==> src/rtl/mem_bank_ctrl_pkg.sv <==
// mem_bank_ctrl_pkg
//   Shared constants for the T35 memory paging / wait-state controller.
//   Holds the default I/O port numbers, the address-nibble constants that
//   identify the ROM and VGA RAM windows, the wait FSM state encodings and
//   a helper that sizes the wait counter.
//   The region nibbles must stay in step with the memory address decoder.
package mem_bank_ctrl_pkg;

  localparam logic [7:0] IO_PAGE_BASE_DEF = 8'h78;
  localparam logic [7:0] IO_CTRL_DEF      = 8'h7C;

  localparam logic [3:0] ROM_NIBBLE = 4'hF;
  localparam logic [3:0] VGA_NIBBLE = 4'hE;

  localparam logic [1:0] ST_IDLE = 2'd0;
  localparam logic [1:0] ST_WAIT = 2'd1;
  localparam logic [1:0] ST_HOLD = 2'd2;

  // Enough bits to hold the larger wait count; never narrower than 1 bit
  // so the counter stays a legal vector when both waits are disabled.
  function automatic int wait_cnt_width(input int a, input int b);
    int m;
    m = (a > b) ? a : b;
    return (m > 0) ? $clog2(m + 1) : 1;
  endfunction

endpackage

==> src/rtl/mem_bank_ctrl_wait_gen.sv <==
// mem_bank_ctrl_wait_gen
//   Generates the Z80 WAIT signal for slow memory regions.
//   A memory cycle starts on the rising edge of the strobe; if the access
//   hits ROM (or, failing that, VGA RAM) with a non-zero wait count, n_wait
//   is driven low for that many clocks, then held high until the strobe
//   drops.
// Ports:
//   clock    in  system clock
//   n_reset  in  asynchronous active-low reset
//   rom_hit  in  current access targets visible ROM
//   vga_hit  in  current access targets VGA RAM
//   strobe   in  memread | memwrite
//   n_wait   out registered active-low WAIT
module mem_bank_ctrl_wait_gen
  import mem_bank_ctrl_pkg::*;
#(
  parameter int WAIT_ROM = 2,
  parameter int WAIT_VGA = 1
) (
  input  logic clock,
  input  logic n_reset,
  input  logic rom_hit,
  input  logic vga_hit,
  input  logic strobe,
  output logic n_wait
);

  localparam int CNT_W = wait_cnt_width(WAIT_ROM, WAIT_VGA);

  logic             strobe_d;
  logic             start;
  logic [1:0]       state;
  logic [CNT_W-1:0] cnt;

  assign start = strobe & ~strobe_d;

  always_ff @(posedge clock or negedge n_reset) begin
    if (!n_reset) begin
      strobe_d <= 1'b0;
    end else begin
      strobe_d <= strobe;
    end
  end

  // n_wait drops on the same edge that sees the start, so it is low for
  // exactly the loaded count; reaching a count of 1 ends the wait.
  // HOLD absorbs the rest of the access so one cycle never re-triggers.
  always_ff @(posedge clock or negedge n_reset) begin
    if (!n_reset) begin
      state  <= ST_IDLE;
      cnt    <= '0;
      n_wait <= 1'b1;
    end else begin
      case (state)
        ST_IDLE: begin
          if (start && rom_hit && (WAIT_ROM > 0)) begin
            cnt    <= CNT_W'(WAIT_ROM);
            state  <= ST_WAIT;
            n_wait <= 1'b0;
          end else if (start && vga_hit && (WAIT_VGA > 0)) begin
            cnt    <= CNT_W'(WAIT_VGA);
            state  <= ST_WAIT;
            n_wait <= 1'b0;
          end
        end
        ST_WAIT: begin
          if (!strobe) begin
            state  <= ST_IDLE;
            n_wait <= 1'b1;
          end else if (cnt == CNT_W'(1)) begin
            state  <= ST_HOLD;
            n_wait <= 1'b1;
          end else begin
            cnt <= cnt - CNT_W'(1);
          end
        end
        ST_HOLD: begin
          if (!strobe) begin
            state <= ST_IDLE;
          end
        end
        default: begin
          state  <= ST_IDLE;
          n_wait <= 1'b1;
        end
      endcase
    end
  end

endmodule

==> src/rtl/mem_bank_ctrl.sv <==
// mem_bank_ctrl
//   Memory paging and wait-state controller between the Z80 core and the
//   address decoder on the T35 S100 SBC. Four 16K page registers and a
//   control register are loaded by OUT instructions; the 16-bit CPU address
//   is translated into a PAGE_BITS+14 bit physical address.
// Ports:
//   clock       in  system clock
//   n_reset     in  asynchronous active-low reset
//   cpu_addr    in  CPU address ([7:0] = port number in I/O cycles)
//   cpu_dout    in  CPU data out
//   iowrite     in  I/O write strobe
//   memread     in  memory read strobe
//   memwrite    in  memory write strobe
//   phys_addr   out translated physical address
//   paging_en   out control bit 0
//   romDisable  out 1 = ROM visible to the decoder (inverse of control bit 1)
//   n_wait      out active-low Z80 WAIT
module mem_bank_ctrl
  import mem_bank_ctrl_pkg::*;
#(
  parameter logic [7:0] IO_PAGE_BASE = IO_PAGE_BASE_DEF,
  parameter logic [7:0] IO_CTRL      = IO_CTRL_DEF,
  parameter int         PAGE_BITS    = 5,
  parameter int         WAIT_ROM     = 2,
  parameter int         WAIT_VGA     = 1
) (
  input  logic                  clock,
  input  logic                  n_reset,
  input  logic [15:0]           cpu_addr,
  input  logic [7:0]            cpu_dout,
  input  logic                  iowrite,
  input  logic                  memread,
  input  logic                  memwrite,
  output logic [PAGE_BITS+13:0] phys_addr,
  output logic                  paging_en,
  output logic                  romDisable,
  output logic                  n_wait
);

  localparam int PHYS_W = PAGE_BITS + 14;

  logic [PAGE_BITS-1:0] page [4];
  logic [PAGE_BITS-1:0] sel_page;
  logic                 iow_d;
  logic                 io_fire;
  logic                 strobe;
  logic                 rom_hit;
  logic                 vga_hit;
  logic                 unused_dout;

  // Only part of the data byte feeds a page register.
  assign unused_dout = ^cpu_dout;

  // An OUT holds iowrite for several clocks; act only on its first one.
  assign io_fire = iowrite & ~iow_d;

  always_ff @(posedge clock or negedge n_reset) begin
    if (!n_reset) begin
      iow_d <= 1'b0;
    end else begin
      iow_d <= iowrite;
    end
  end

  always_ff @(posedge clock or negedge n_reset) begin
    if (!n_reset) begin
      for (int i = 0; i < 4; i++) begin
        page[i] <= PAGE_BITS'(i);
      end
      paging_en  <= 1'b0;
      romDisable <= 1'b1;
    end else if (io_fire) begin
      for (int i = 0; i < 4; i++) begin
        if (cpu_addr[7:0] == IO_PAGE_BASE + 8'(i)) begin
          page[i] <= cpu_dout[PAGE_BITS-1:0];
        end
      end
      if (cpu_addr[7:0] == IO_CTRL) begin
        paging_en  <= cpu_dout[0];
        romDisable <= ~cpu_dout[1];
      end
    end
  end

  assign sel_page = page[cpu_addr[15:14]];

  always_comb begin
    phys_addr = PHYS_W'(cpu_addr);
    if (paging_en) begin
      phys_addr = {sel_page, cpu_addr[13:0]};
    end
  end

  // Region decode uses the logical CPU address, matching the decoder.
  assign strobe  = memread | memwrite;
  assign rom_hit = (cpu_addr[15:12] == ROM_NIBBLE) && memread && romDisable;
  assign vga_hit = (cpu_addr[15:12] == VGA_NIBBLE) && strobe;

  mem_bank_ctrl_wait_gen #(
    .WAIT_ROM (WAIT_ROM),
    .WAIT_VGA (WAIT_VGA)
  ) u_wait_gen (
    .clock   (clock),
    .n_reset (n_reset),
    .rom_hit (rom_hit),
    .vga_hit (vga_hit),
    .strobe  (strobe),
    .n_wait  (n_wait)
  );

endmodule

==> config.mk <==
export PLATFORM = sky130hd
export DESIGN_NAME = mem_bank_ctrl
export DESIGN_NICKNAME = d
export VERILOG_FILES = /design/src/rtl/mem_bank_ctrl_pkg.sv /design/src/rtl/mem_bank_ctrl_wait_gen.sv /design/src/rtl/mem_bank_ctrl.sv
export SDC_FILE = /design/constraint.sdc
export NUM_CORES = 1
export LEC_CHECK = 0
export CAP_MARGIN = 40
export CORE_MARGIN = 2
export CORE_UTILIZATION = 46
export DETAILED_ROUTE_END_ITERATION = 12
export PLACE_DENSITY = 0.81
export SLEW_MARGIN = 15
export SYNTH_ARGS = -nofsm -noshare
export SYNTH_HDL_FRONTEND = slang
export SYNTH_HIERARCHICAL = 1
export SYNTH_SLANG_ARGS = --single-unit
==> constraint.sdc <==
create_clock -name clock -period 2 [get_ports clock]
set_clock_uncertainty 0.1 [all_clocks]
set_input_delay 0.5 -clock clock [delete_from_list [all_inputs] [get_ports clock]]
set_output_delay 0.5 -clock clock [all_outputs]
set_load 0.02 [all_outputs]
==> results of run 1 <==
-- per-layer routing --
| layer | GRT usage [%] | share of wire (%) | vias to the layer above |
|---|---|---|---|
| met3 | 5.63 | 3.6 | 11 |
| met5 | 0 | 0 | - |
| met2 | 34.2 | 51 | 26 |
| met1 | 23.8 | 43 | 579 |
| met4 | 7.45 | 2.2 | 0 |
| li1 | - | - | 549 |
-- registers in the layout (all words and copies together), names as in the netlist --
name                 count
iow_d                    1
page                    20
paging_en                1
romDisable               1
u_wait_gen/cnt           2
u_wait_gen/n_wait        1
u_wait_gen/state         2
u_wait_gen/strobe_d      1
-- final timing paths --
check	startpoint	endpoint	slack, ns	depth (start not counted)
max in group asynchronous	n_reset	u_wait_gen/n_wait$_DFFE_PN1P_	1.02	2
hold reg to reg	romDisable$_DFFE_PN1P_	romDisable$_DFFE_PN1P_	0.39	2
setup / recovery	page[2]$_DFFE_PN0P_	phys_addr[16]	-0.07	3
hold / removal	romDisable$_DFFE_PN1P_	romDisable$_DFFE_PN1P_	0.39	2
min in group asynchronous	n_reset	page[5]$_DFFE_PN0P_	0.45	2
setup reg to reg	u_wait_gen/cnt[0]$_DFFE_PN0P_	u_wait_gen/state[0]$_DFFE_PN0P_	0.29	5
-- critical path: stages (launching register included) --
cell and delay [ns]:
sky130_fd_sc_hd__dfrtp_1 0.39, sky130_fd_sc_hd__mux4_2 0.47, sky130_fd_sc_hd__and2_4 0.17, sky130_fd_sc_hd__buf_6 0.12
-- stage by stage --
stage | util [%] | setup TNS [ns] | hold WS [ns]
finish | 66.0 | -0.128 | 0.389
CTS | 65.2 | -0.232 | 0.396
floorplan | - | 0 | 0.104
detailed placement | 63.4 | -14.89 | 0.377
global route | 66.0 | -0.429 | 0.420
global placement | 63.4 | -13.70 | 0.373
-- repair_timing --
| action | CTS | global route |
|---|---|---|
| endpoints found under the hold margin | 0 | 0 |
| gates resized for setup | 55 | 10 |
| endpoints found under the setup margin | 20 | 14 |
| buffers inserted | 1 | 0 |
| pin swaps | 3 | 5 |
-- report_power, final --
part / leakage, nW / switching (mW) / internal (mW)
sequential: 0.369 / 0.0146 / 0.616
combinational: 0.651 / 0.104 / 0.112
clock: 0.0413 / 0.200 / 0.204
total: 1.06 / 0.319 / 0.931
-- layout by cell type, fill, tap and decap left out, types with 3 or more instances in the layout --
cell type,instances
sky130_fd_sc_hd__nor4_4,5
sky130_fd_sc_hd__mux2_1,3
sky130_fd_sc_hd__dfrtp_1,22
sky130_fd_sc_hd__clkdlybuf4s50_1,18
sky130_fd_sc_hd__buf_4,21
sky130_fd_sc_hd__dlygate4sd2_1,11
sky130_fd_sc_hd__and2_4,3
sky130_fd_sc_hd__mux4_2,3
sky130_fd_sc_hd__buf_6,5
sky130_fd_sc_hd__mux2i_1,3
sky130_fd_sc_hd__mux2_2,19
sky130_fd_sc_hd__clkbuf_4,5
sky130_fd_sc_hd__inv_1,4
sky130_fd_sc_hd__dfstp_2,6
sky130_fd_sc_hd__nand2b_1,3
-- kinds of logic after synthesis --
logic type | Yosys count | synth area share [%]
buffers and inverters | 21 | 7.96
and+or+nand+nor | 30 | 18.9
AOI/OAI and AO/OA | 13 | 6.09
adders and majority gates | 1 | 0.751
DFF | 29 | 44.0
muxes | 30 | 22.3
-- final cells by class --
type                    count  area, sq um  share of cell area (%)
flip-flops and latches     29          734                    32.6
inverters                   5         18.8                   0.833
repair buffers             61          548                    24.3
clock buffers               7         65.1                    2.89
multi-input cells          74          825                    36.6
clock inverters             1         5.00                   0.222
well taps                  46         57.6                    2.55
==> Implementation_results.wiki, run 1 <==
{| class="wikitable"
! Metric !! Value
|-
| Number of buffers added by the clock tree synthesis step || 5
|-
| Number of instances in the placed design || ~210
|-
| Crit Path Class || register to output pin
|-
| VDD IR max || roughly 420 uV
|-
| Non-filler cells in the finished layout || between 200 and 250
|-
| Worst-path clk slew || 0.10 ns
|-
| Slew at the pin with the worst max-slew slack || ~0.37 ns
|-
| Final number of max-transition violations || 0
|-
| Clock Tree Root || sky130_fd_sc_hd__clkbuf_4
|-
| Final RePlAce weighted congestion || between 0.7 and 0.8
|-
| Final setup vio count || 3
|-
| Slew Limit Headroom || about three quarters
|-
| Antenna diode count || 0
|-
| Die width || between 60 and 70 um
|-
| Most common cell in the netlist || sky130_fd_sc_hd__dfrtp_1
|-
| RSZ-0062 raised after global routing || yes
|-
| Post-synthesis average cell area || between 10 and 15 sq um
|-
| Net count of the finished layout || slightly above 200
|-
| Flip-flop and latch count after synthesis || 29
|-
| Max Clk Rate || ~480 MHz
|-
| First-pass GRT wire length || between 6 and 7 mm
|-
| Type of destination of the critical path || output pin
|-
| Number of standard-cell rows in the floorplan || 21
|-
| Initial antenna violation count || 0
|-
| Final Total Pwr || ~1.3 mW
|-
| Leading register cell type out of synthesis || sky130_fd_sc_hd__dfrtp_1
|-
| Warnings from Yosys || 6
|-
| Commonest cells in the synthesized netlist || sky130_fd_sc_hd__dfrtp_1, sky130_fd_sc_hd__mux2_2, sky130_fd_sc_hd__buf_4
|-
| Required @ worst endpoint || about 1.4 ns
|-
| Total of fill cells in the finished design || 253
|-
| Portion of synthesized cell area occupied by the leading cell type || between 30% and 40%
|-
| Number of vias after detailed routing || about 1200
|-
| Number of flops mapped to enable cells by yosys || 0
|-
| Max-cap violations || 0
|-
| Post-synthesis net count || 154
|-
| Wire length per cell after detailed routing || around 16 um
|-
| Synthesis-to-finish area growth || 35.3%
|-
| Final min period || between 2 and 2.5 ns
|-
| Post-detailed-placement cell area || between 0.002 and 0.0025 sq mm
|-
| Chip height || around 64 um
|-
| Max Buffers Root-to-Sink || 2
|-
| Worst-Skew Late Latency || about 0.32 ns
|-
| Area of the core || around 0.0034 sq mm
|-
| Power density over the cells || around 550 mW/mm^2
|-
| DRT Wirelength || 3.53 mm
|-
| Antenna Nets Post-Route || 0
|-
| Via count of the first global-routing pass || 1296
|-
| Share of layout cells above drive strength 1 || between 40% and 50%
|-
| Hpwl dp || 2.71 mm
|-
| Count of port buffers added during placement || 39
|-
| Count of H-tree levels built during CTS || 2
|-
| Layout Cell Area excl Fill || ~0.0023 sq mm
|-
| Die ar. || around 0.0041 sq mm
|-
| Placement Setup Slack || -1.01 ns
|-
| CP Data Arrival Time || 1.47 ns
|-
| Worst setup margin || -0.0671 ns
|-
| Final routed DRC violation total || 0
|-
| Largest area contributor in the synthesized netlist || sky130_fd_sc_hd__dfrtp_1
|-
| Cts-stage hold buffer count || 0
|-
| Clock tree from TritonCTS || yes
|-
| Top cells by area in the synthesized netlist || sky130_fd_sc_hd__dfrtp_1, sky130_fd_sc_hd__mux2_2, sky130_fd_sc_hd__dfstp_2, sky130_fd_sc_hd__nor4_4, sky130_fd_sc_hd__buf_4
|-
| Avg Vias per Cell || about 5.2
|-
| Violations in the final reports || negative setup slack
|-
| Starting density of the core || 48.8%
|-
| Maximum number of pins on one net before global-route repair || 30
|-
| Overflow left after global routing || 0
|-
| Critical-path maximum fanout || 2
|-
| Cell variety after synth || ~40
|-
| Post-Synthesis Cell Area || 0.00167 sq mm
|-
| Type of the most critical hold path || register to register
|-
| Clock sink total || 29
|-
| Hold Vio Cnt, Final || 0
|-
| Proportion of register bits with asynchronous set or reset after synthesis || between 90% and 100%
|-
| Nature of the critical path startpoint || register
|-
| Number of instances in the synthesized netlist || between 100 and 150
|-
| Result of the run || finished with violations
|-
| Final cycle utilization of the critical path || 103%
|-
| Sequential-to-total area share from yosys stat || roughly 44%
|-
| Count of boundary I/O pins || a little over 50
|-
| Iteration-0 DRC Markers || 29
|-
| Number of detailed-route iterations in the first pass || 3
|-
| Leakage || between 1 and 1.5 nW
|-
| Global Route Usage Sum || roughly 20%
|}
Power figures use the tool's default switching activity.
==> run 2: changes to the inputs <==
Settings changed: RECOVER_POWER set to 25.
==> run 2 against run 1 <==
  * The run still ends with negative setup slack left
  * Register-to-register slack about the same
  * Global-route usage unchanged
  * Core utilization decreased by 0.073 points
==> Implementation_results.wiki, run 2 (same netlist as run 1, synthesis figures left out) <==
{| class="wikitable"
! Metric !! Value
|-
| Number of vias after detailed routing || between 1000 and 1500
|-
| Clock tree from TritonCTS || yes
|-
| Die width || between 60 and 70 um
|-
| Layout Cell Area excl Fill || approximately 0.0023 sq mm
|-
| First-pass GRT wire length || 6.20 mm
|-
| Slowest stage cell, crit path || sky130_fd_sc_hd__mux4_2
|-
| Result of the run || finished with violations
|-
| Power density over the cells || ~550 mW/mm^2
|-
| Initial antenna violation count || 0
|-
| Flip-flop count of the largest register, all copies and words added || 20
|-
| Placement Setup Slack || -1.01 ns
|-
| Non-filler cells in the finished layout || roughly 220
|-
| Number of detailed-route iterations in the first pass || 3
|-
| Final RePlAce weighted congestion || a little over 0.7
|-
| Slowest Stage Delay on Critical Path || about 0.47 ns
|-
| Required @ worst endpoint || approximately 1.4 ns
|-
| Count of boundary I/O pins || 51
|-
| Post-route core utilization || between 60% and 70%
|-
| Worst setup margin || -0.0671 ns
|-
| Max-cap violations || 0
|-
| Wire length per cell after detailed routing || around 16 um
|-
| Number of buffers added by the clock tree synthesis step || 5
|-
| Count of H-tree levels built during CTS || 2
|-
| Most frequent cells in the layout || sky130_fd_sc_hd__dfrtp_1, sky130_fd_sc_hd__buf_4, sky130_fd_sc_hd__mux2_2, sky130_fd_sc_hd__clkdlybuf4s50_1, sky130_fd_sc_hd__dlygate4sd2_1
|-
| Register containing the most flip-flops in the final layout || page
|-
| Maximum number of pins on one net before global-route repair || 30
|-
| Clock sink total || 29
|-
| Multi-input logic area || 825 sq um
|-
| Number of standard-cell rows in the floorplan || 21
|-
| CP startpoint || page[2]$_DFFE_PN0P_
|-
| Number of instances in the placed design || about 210
|-
| Antenna diode count || 0
|-
| Violations in the final reports || negative setup slack
|-
| Count of port buffers added during placement || 39
|-
| Hold Vio Cnt, Final || 0
|-
| Area taken by flip-flops and latches || 734 sq um
|-
| Worst setup path endpoint || phys_addr[16]
|-
| Crit Reg-Reg Startpoint || u_wait_gen/cnt[0]$_DFFE_PN0P_
|-
| Proportion of power drawn by the clock network || ~32%
|-
| Final Total Pwr || between 1 and 1.5 mW
|-
| Crit path buffers/inverters || 1
|-
| Sum of negative setup slack || -0.128 ns
|-
| Final number of max-transition violations || 0
|-
| Final routed DRC violation total || 0
|-
| Final cycle utilization of the critical path || 103%
|-
| Global Route Usage Sum || between 10% and 20%
|-
| Starting density of the core || 48.8%
|-
| Post-detailed-placement cell area || around 0.0022 sq mm
|-
| RSZ-0062 raised after global routing || yes
|-
| Worst-case hold slack || ~0.39 ns
|-
| Share of layout cells above drive strength 1 || approximately half
|-
| Switching share of power || about a quarter
|-
| Number of cells on the critical path || 3
|-
| Clock Tree Root || sky130_fd_sc_hd__clkbuf_4
|-
| Via count of the first global-routing pass || ~1300
|-
| Slew Limit Headroom || between 50% and 60%
|-
| Reg-to-reg slack, setup || 0.29 ns
|-
| Reg2Reg Depth || 5
|-
| Leakage || between 1 and 1.5 nW
|-
| Crit Path Class || register to output pin
|-
| Max Clk Rate || just under 500 MHz
|-
| Endpoint of the worst register-to-register path || u_wait_gen/state[0]$_DFFE_PN0P_
|-
| Int Pwr || about 0.93 mW
|-
| Critical-path maximum fanout || 2
|-
| Part of the power in combinational logic || 17.2%
|-
| Most common library cell in the layout ignoring fill and taps || sky130_fd_sc_hd__dfrtp_1
|-
| Max Buffers Root-to-Sink || 2
|-
| Slew at the pin with the worst max-slew slack || between 0.7 and 0.8 ns
|-
| DRT Wirelength || about 3.5 mm
|-
| VDD IR max || between 400 and 500 uV
|-
| Regs by FF count || page: 20 flops, u_wait_gen/cnt: 2 flops, u_wait_gen/state: 2 flops
|-
| Avg Vias per Cell || about 5.2
|-
| Category of cells accounting for the largest share of critical-path delay || multiplexers
|-
| Sequential fraction of design power || just over 50%
|-
| Antenna Nets Post-Route || 0
|-
| Die ar. || about 0.004 sq mm
|-
| Area of the core || roughly 0.0034 sq mm
|-
| Total of fill cells in the finished design || 254
|-
| Hpwl dp || about 2.7 mm
|-
| Worst hold start || romDisable$_DFFE_PN1P_
|-
| CP Data Arrival Time || 1.47 ns
|-
| Chip height || approximately 64 um
|-
| Type of the most critical hold path || register to register
|-
| Cts-stage hold buffer count || 0
|-
| Iteration-0 DRC Markers || 29
|-
| Final min period || about 2.1 ns
|-
| Overflow left after global routing || 0
|-
| Worst-path clk slew || about 0.10 ns
|-
| Cell chain of the critical path || mux4_2 -> and2_4 -> buf_6
|-
| Net Switching || about 0.32 mW
|-
| Net count of the finished layout || slightly above 200
|-
| Worst-Skew Late Latency || about 0.32 ns
|-
| Synthesis-to-finish area growth || 35.2%
|-
| Final setup vio count || 3
|-
| Type of destination of the critical path || output pin
|-
| Nature of the critical path startpoint || register
|}
[run 2: cell count changes in the layout (fill, tap and decap cells not counted)]
cell,change
sky130_fd_sc_hd__clkbuf_2,+1
sky130_fd_sc_hd__dlygate4sd3_1,+2
sky130_fd_sc_hd__buf_4,-1
sky130_fd_sc_hd__clkdlybuf4s50_1,-2
[run 2: what timing repair did]
item,CTS,global route
buffers inserted,1,0
pin swaps,3,5
gates resized for setup,55,10
setup endpoints to repair,20,14
[run 2: layer usage]
layer / routed length (um) / global-route usage [%] / up-vias
li1: - / - / 549
met1: 1500 / 23.8 / 579
met2: 1810 / 34.2 / 26
met3: 128 / 5.63 / 11
met4: 78 / 7.45 / 0
met5: 0 / 0 / -
[run 2: power groups by stage]
stage | Combinational [mW] | Clock, mW | Sequential [mW]
detailed placement | 0.228 | 0 | 0.642
global placement | 0.223 | 0 | 0.640
CTS | 0.215 | 0.417 | 0.631
floorplan | 0.108 | 0 | 0.650
finish | 0.215 | 0.403 | 0.631
global route | 0.231 | 0.451 | 0.635
[run 2: worst reg2reg max path, cell delays in order (launching register included)]
cell	delay (ns)
sky130_fd_sc_hd__dfrtp_1	0.45
sky130_fd_sc_hd__ha_1	0.26
sky130_fd_sc_hd__nand2b_1	0.19
sky130_fd_sc_hd__buf_4	0.15
sky130_fd_sc_hd__or3b_2	0.43
sky130_fd_sc_hd__nand2_1	0.07
[run 2: worst min-delay path by stage]
| stage | end | slack (ns) | cells after the start |
|---|---|---|---|
| after floorplan | iow_d$_DFF_PN0_ | 0.10 | 0 |
| after global placement | romDisable$_DFFE_PN1P_ | 0.37 | 2 |
| after detailed placement | romDisable$_DFFE_PN1P_ | 0.38 | 2 |
| after CTS | romDisable$_DFFE_PN1P_ | 0.40 | 2 |
| after global routing | romDisable$_DFFE_PN1P_ | 0.42 | 2 |
| final | romDisable$_DFFE_PN1P_ | 0.39 | 2 |
[run 2: area by class of cell]
type	instances	area share [%]
multi-input cells	74	36.6
inverters	5	0.834
repair buffers	61	24.2
clock inverters	1	0.222
well taps	46	2.56
flip-flops and latches	29	32.6
clock buffers	7	2.89
==> run 3: changes to the inputs <==
Settings changed: CORE_UTILIZATION 46 to 45, SYNTH_HIERARCHICAL 1 to unset.
==> run 3 against run 2 <==
  * The run still ends with negative setup slack left
  * Cell area down 6.2%
  * Via count down 5.2%
  * Flip-flop and latch count unchanged
  * Non-clock buffer count up 1
  * Global-route usage down 0.99 points
  * Total power up 3.8%
  * Area after synthesis down 8.0%
  * Critical path type unchanged
  * Largest power group unchanged
==> Implementation_results.wiki, run 3 <==
{| class="wikitable"
! Metric !! Value
|-
| Result of the run || finished with violations
|-
| Violations in the final reports || negative setup slack
|-
| Number of vias after detailed routing || approximately 1100
|-
| Flip-flop count of the largest register, all copies and words added || 20
|-
| Most common cell in the netlist || sky130_fd_sc_hd__mux2_2
|-
| Starting density of the core || a little under half
|-
| Final routed DRC violation total || 0
|-
| VDD IR max || about 420 uV
|-
| Clock sink total || 29
|-
| Count of port buffers added during placement || 39
|-
| Post-Synthesis Cell Area || ~0.0015 sq mm
|-
| Chip height || between 60 and 70 um
|-
| Slowest stage cell, crit path || sky130_fd_sc_hd__mux4_2
|-
| Global Route Usage Sum || approximately a fifth
|-
| Largest area contributor in the synthesized netlist || sky130_fd_sc_hd__dfrtp_1
|-
| Max-cap violations || 0
|-
| Final number of max-transition violations || 0
|-
| Final RePlAce weighted congestion || about 0.77
|-
| Count of boundary I/O pins || 51
|-
| Regs by FF count || page: 20 flops, u_wait_gen.cnt: 2 flops, u_wait_gen.state: 2 flops
|-
| Maximum number of pins on one net before global-route repair || 30
|-
| Proportion of register bits with asynchronous set or reset after synthesis || 100%
|-
| Crit Path Class || register to output pin
|-
| RSZ-0062 raised after global routing || yes
|-
| Type of the most critical hold path || primary input to register
|-
| Adder and majority cell fraction of the synthesized area || less than 1%
|-
| Warnings from Yosys || 0
|-
| Number of flops mapped to enable cells by yosys || 0
|-
| Leading register cell type out of synthesis || sky130_fd_sc_hd__dfrtp_1
|-
| Reg-to-reg slack, setup || roughly 0.08 ns
|-
| Number of cells on the worst hold path || 1
|-
| Via count of the first global-routing pass || roughly 1300
|-
| Most frequent cells in the layout || sky130_fd_sc_hd__mux2_2, sky130_fd_sc_hd__dfrtp_1, sky130_fd_sc_hd__dlygate4sd2_1, sky130_fd_sc_hd__buf_4, sky130_fd_sc_hd__clkdlybuf4s50_1
|-
| Multiplexer share of the synthesized area || about a quarter
|-
| Part of the power in combinational logic || about a fifth
|-
| Proportion of power drawn by the clock network || 30.7%
|-
| Crit Reg-Reg Startpoint || iow_d$_DFF_PN0_
|-
| Switching share of power || a little over a quarter
|-
| Int Pwr || approximately 0.96 mW
|-
| Avg Vias per Cell || about 5.0
|-
| Reg2Reg Depth || 5
|-
| Hpwl dp || between 2 and 2.5 mm
|-
| Count of H-tree levels built during CTS || 2
|-
| Final cycle utilization of the critical path || 103%
|-
| Clock Tree Root || sky130_fd_sc_hd__clkbuf_4
|-
| Antenna diode count || 0
|-
| Basic-gate share of the synthesized area counting and, or, nand and nor cells || 13.1%
|-
| Number of standard-cell rows in the floorplan || 21
|-
| Compound-cell area share of the yosys netlist || under 10%
|-
| Worst-path clk slew || 0.10 ns
|-
| Largest family of logic cells by synthesized area || multiplexers
|-
| Max Buffers Root-to-Sink || 2
|-
| Net Switching || 0.340 mW
|-
| Cell chain of the critical path || mux4_2 -> and2_4 -> buf_6
|-
| Slowest Stage Delay on Critical Path || 0.47 ns
|-
| Share of layout cells above drive strength 1 || 47.2%
|-
| Register containing the most flip-flops in the final layout || page
|-
| Required @ worst endpoint || between 1 and 1.5 ns
|-
| Number of instances in the synthesized netlist || 122
|-
| Worst setup margin || -0.0552 ns
|-
| Clock tree from TritonCTS || yes
|-
| Iteration-0 DRC Markers || 22
|-
| Overflow left after global routing || 0
|-
| Flip-flop and latch count after synthesis || 29
|-
| Number of detailed-route iterations in the first pass || 3
|-
| Commonest cells in the synthesized netlist || sky130_fd_sc_hd__mux2_2, sky130_fd_sc_hd__dfrtp_1, sky130_fd_sc_hd__buf_4
|-
| Slew at the pin with the worst max-slew slack || around 0.69 ns
|-
| Synthesis-to-finish area growth || 37.8%
|-
| DRT Wirelength || around 3.3 mm
|-
| Sequential-to-total area share from yosys stat || 47.9%
|-
| Final Total Pwr || between 1 and 1.5 mW
|-
| Antenna Nets Post-Route || 0
|-
| Xor and xnor area share after synthesis || 0%
|-
| Area of the core || between 0.003 and 0.004 sq mm
|-
| Type of destination of the critical path || output pin
|-
| Leakage || approximately 1 nW
|-
| Final setup vio count || 3
|-
| Nature of the critical path startpoint || register
|-
| Sequential fraction of design power || between 50% and 60%
|-
| Slew Limit Headroom || 54.0%
|-
| Number of buffers added by the clock tree synthesis step || 5
|-
| Endpoint, Worst Hold || iow_d$_DFF_PN0_
|-
| Worst-case hold slack || roughly 0.32 ns
|-
| Worst-Skew Late Latency || about 0.32 ns
|-
| Worst hold start || iowrite
|-
| Post-synthesis average cell area || between 10 and 15 sq um
|-
| Net count of the finished layout || just over 200
|-
| First-pass GRT wire length || between 5 and 6 mm
|-
| Max Clk Rate || slightly below 500 MHz
|-
| Hold Vio Cnt, Final || 0
|-
| CP Data Arrival Time || 1.46 ns
|-
| Die width || 62.3 um
|-
| Die ar. || just under 0.004 sq mm
|-
| Post-synthesis net count || 152
|-
| Wire length per cell after detailed routing || approximately 15 um
|-
| Initial antenna violation count || 0
|-
| Top cells by area in the synthesized netlist || sky130_fd_sc_hd__dfrtp_1, sky130_fd_sc_hd__mux2_2, sky130_fd_sc_hd__dfstp_2, sky130_fd_sc_hd__buf_4, sky130_fd_sc_hd__mux4_2
|-
| Endpoint of the worst register-to-register path || page[14]$_DFFE_PN0P_
|-
| Portion of synthesized cell area occupied by the leading cell type || 37.6%
|-
| Critical-path maximum fanout || 2
|-
| Cell variety after synth || 30
|-
| Final min period || about 2.1 ns
|-
| Power density over the cells || 614 mW/mm^2
|}
-- run 3: cell count changes in the layout (fill, tap and decap cells not counted), moves of 3 or more --
cell,change
sky130_fd_sc_hd__nor2b_1,+3
sky130_fd_sc_hd__clkdlybuf4s50_1,-4
sky130_fd_sc_hd__dlygate4sd2_1,+8
sky130_fd_sc_hd__nor4_4,-5
sky130_fd_sc_hd__mux2_2,+3
sky130_fd_sc_hd__nand2_1,+5
sky130_fd_sc_hd__buf_6,+3
sky130_fd_sc_hd__mux2_1,-3
-- run 3: power by group through the flow --
| stage | combinational [mW] | clock [mW] | sequential, mW |
|---|---|---|---|
| 2_1_floorplan | 0.137 | 0 | 0.668 |
| 3_3_place_gp | 0.244 | 0 | 0.663 |
| 3_5_place_dp | 0.257 | 0 | 0.666 |
| 4_1_cts | 0.245 | 0.412 | 0.654 |
| 5_1_grt | 0.269 | 0.435 | 0.661 |
| 6_report | 0.244 | 0.398 | 0.654 |
-- run 3: worst max-delay path: cells and delay by family, from the launching register on --
family	cells	cell delay [ns]
buf+inv	1	0.12
flops	1	0.40
mux	1	0.47
simple gates	1	0.15
-- run 3: what timing repair did --
action | CTS | global route
hold buffers | 0 | 0
endpoints found under the setup margin | 40 | 19
gates resized for setup | 62 | 7
pin swaps | 7 | 1
cloned | 0 | 0
setup buffers | 5 | 0
endpoints found under the hold margin | 0 | 0
-- run 3: cell type report --
| cell class | instances | area [sq um] |
|---|---|---|
| fillers | 276 | 1200 |
| flip-flops and latches | 29 | 734 |
| multi-input cells | 72 | 688 |
| repair buffers | 62 | 542 |
| clock buffers | 7 | 65.1 |
| well taps | 46 | 57.6 |
| inverters | 5 | 18.8 |
| clock inverters | 1 | 5.00 |
-- run 3: worst max path at each step --
| stage | end | slack [ns] | start |
|---|---|---|---|
| after floorplan | page[5]$_DFFE_PN0P_ | 0.03 | cpu_addr[7] |
| after global placement | phys_addr[16] | -1.00 | cpu_addr[14] |
| after detailed placement | phys_addr[16] | -1.0 | cpu_addr[14] |
| after CTS | phys_addr[16] | -0.11 | page[2]$_DFFE_PN0P_ |
| after global routing | phys_addr[18] | -0.11 | page[4]$_DFFE_PN0P_ |
| final | phys_addr[18] | -0.06 | page[4]$_DFFE_PN0P_ |
-- run 3: cells by family (layout without fill, tap and decap cells) --
group           after synthesis  count (layout)
fa+ha+maj                     1               1
flops                        29              29
mux                          31              31
buf+inv                      21              75
simple gates                 29              29
compound gates               11              11
-- run 3: metrics by stage --
stage          cell area, sq um  worst slack [ns]  utilization [%]  std cells  TNS, ns
3_3_place_gp               2000             -1.00             60.4        209   -16.14
4_1_cts                    2090            -0.105             63.1        222   -0.222
2_1_floorplan              1540            0.0324                -        122        0
6_report                   2110           -0.0552             63.8        222   -0.149
3_5_place_dp               2000            -0.996             60.4        209   -17.01
5_1_grt                    2110            -0.108             63.8        222   -0.320
-- run 3: routing by layer --
| metal | track usage [%] | vias up | share of wire, % |
|---|---|---|---|
| met5 | 0 | - | 0 |
| met4 | 7.50 | 0 | 2.1 |
| met3 | 5.07 | 8 | 4.0 |
| met2 | 34.2 | 27 | 54 |
| met1 | 21.4 | 539 | 40 |
| li1 | - | 530 | - |
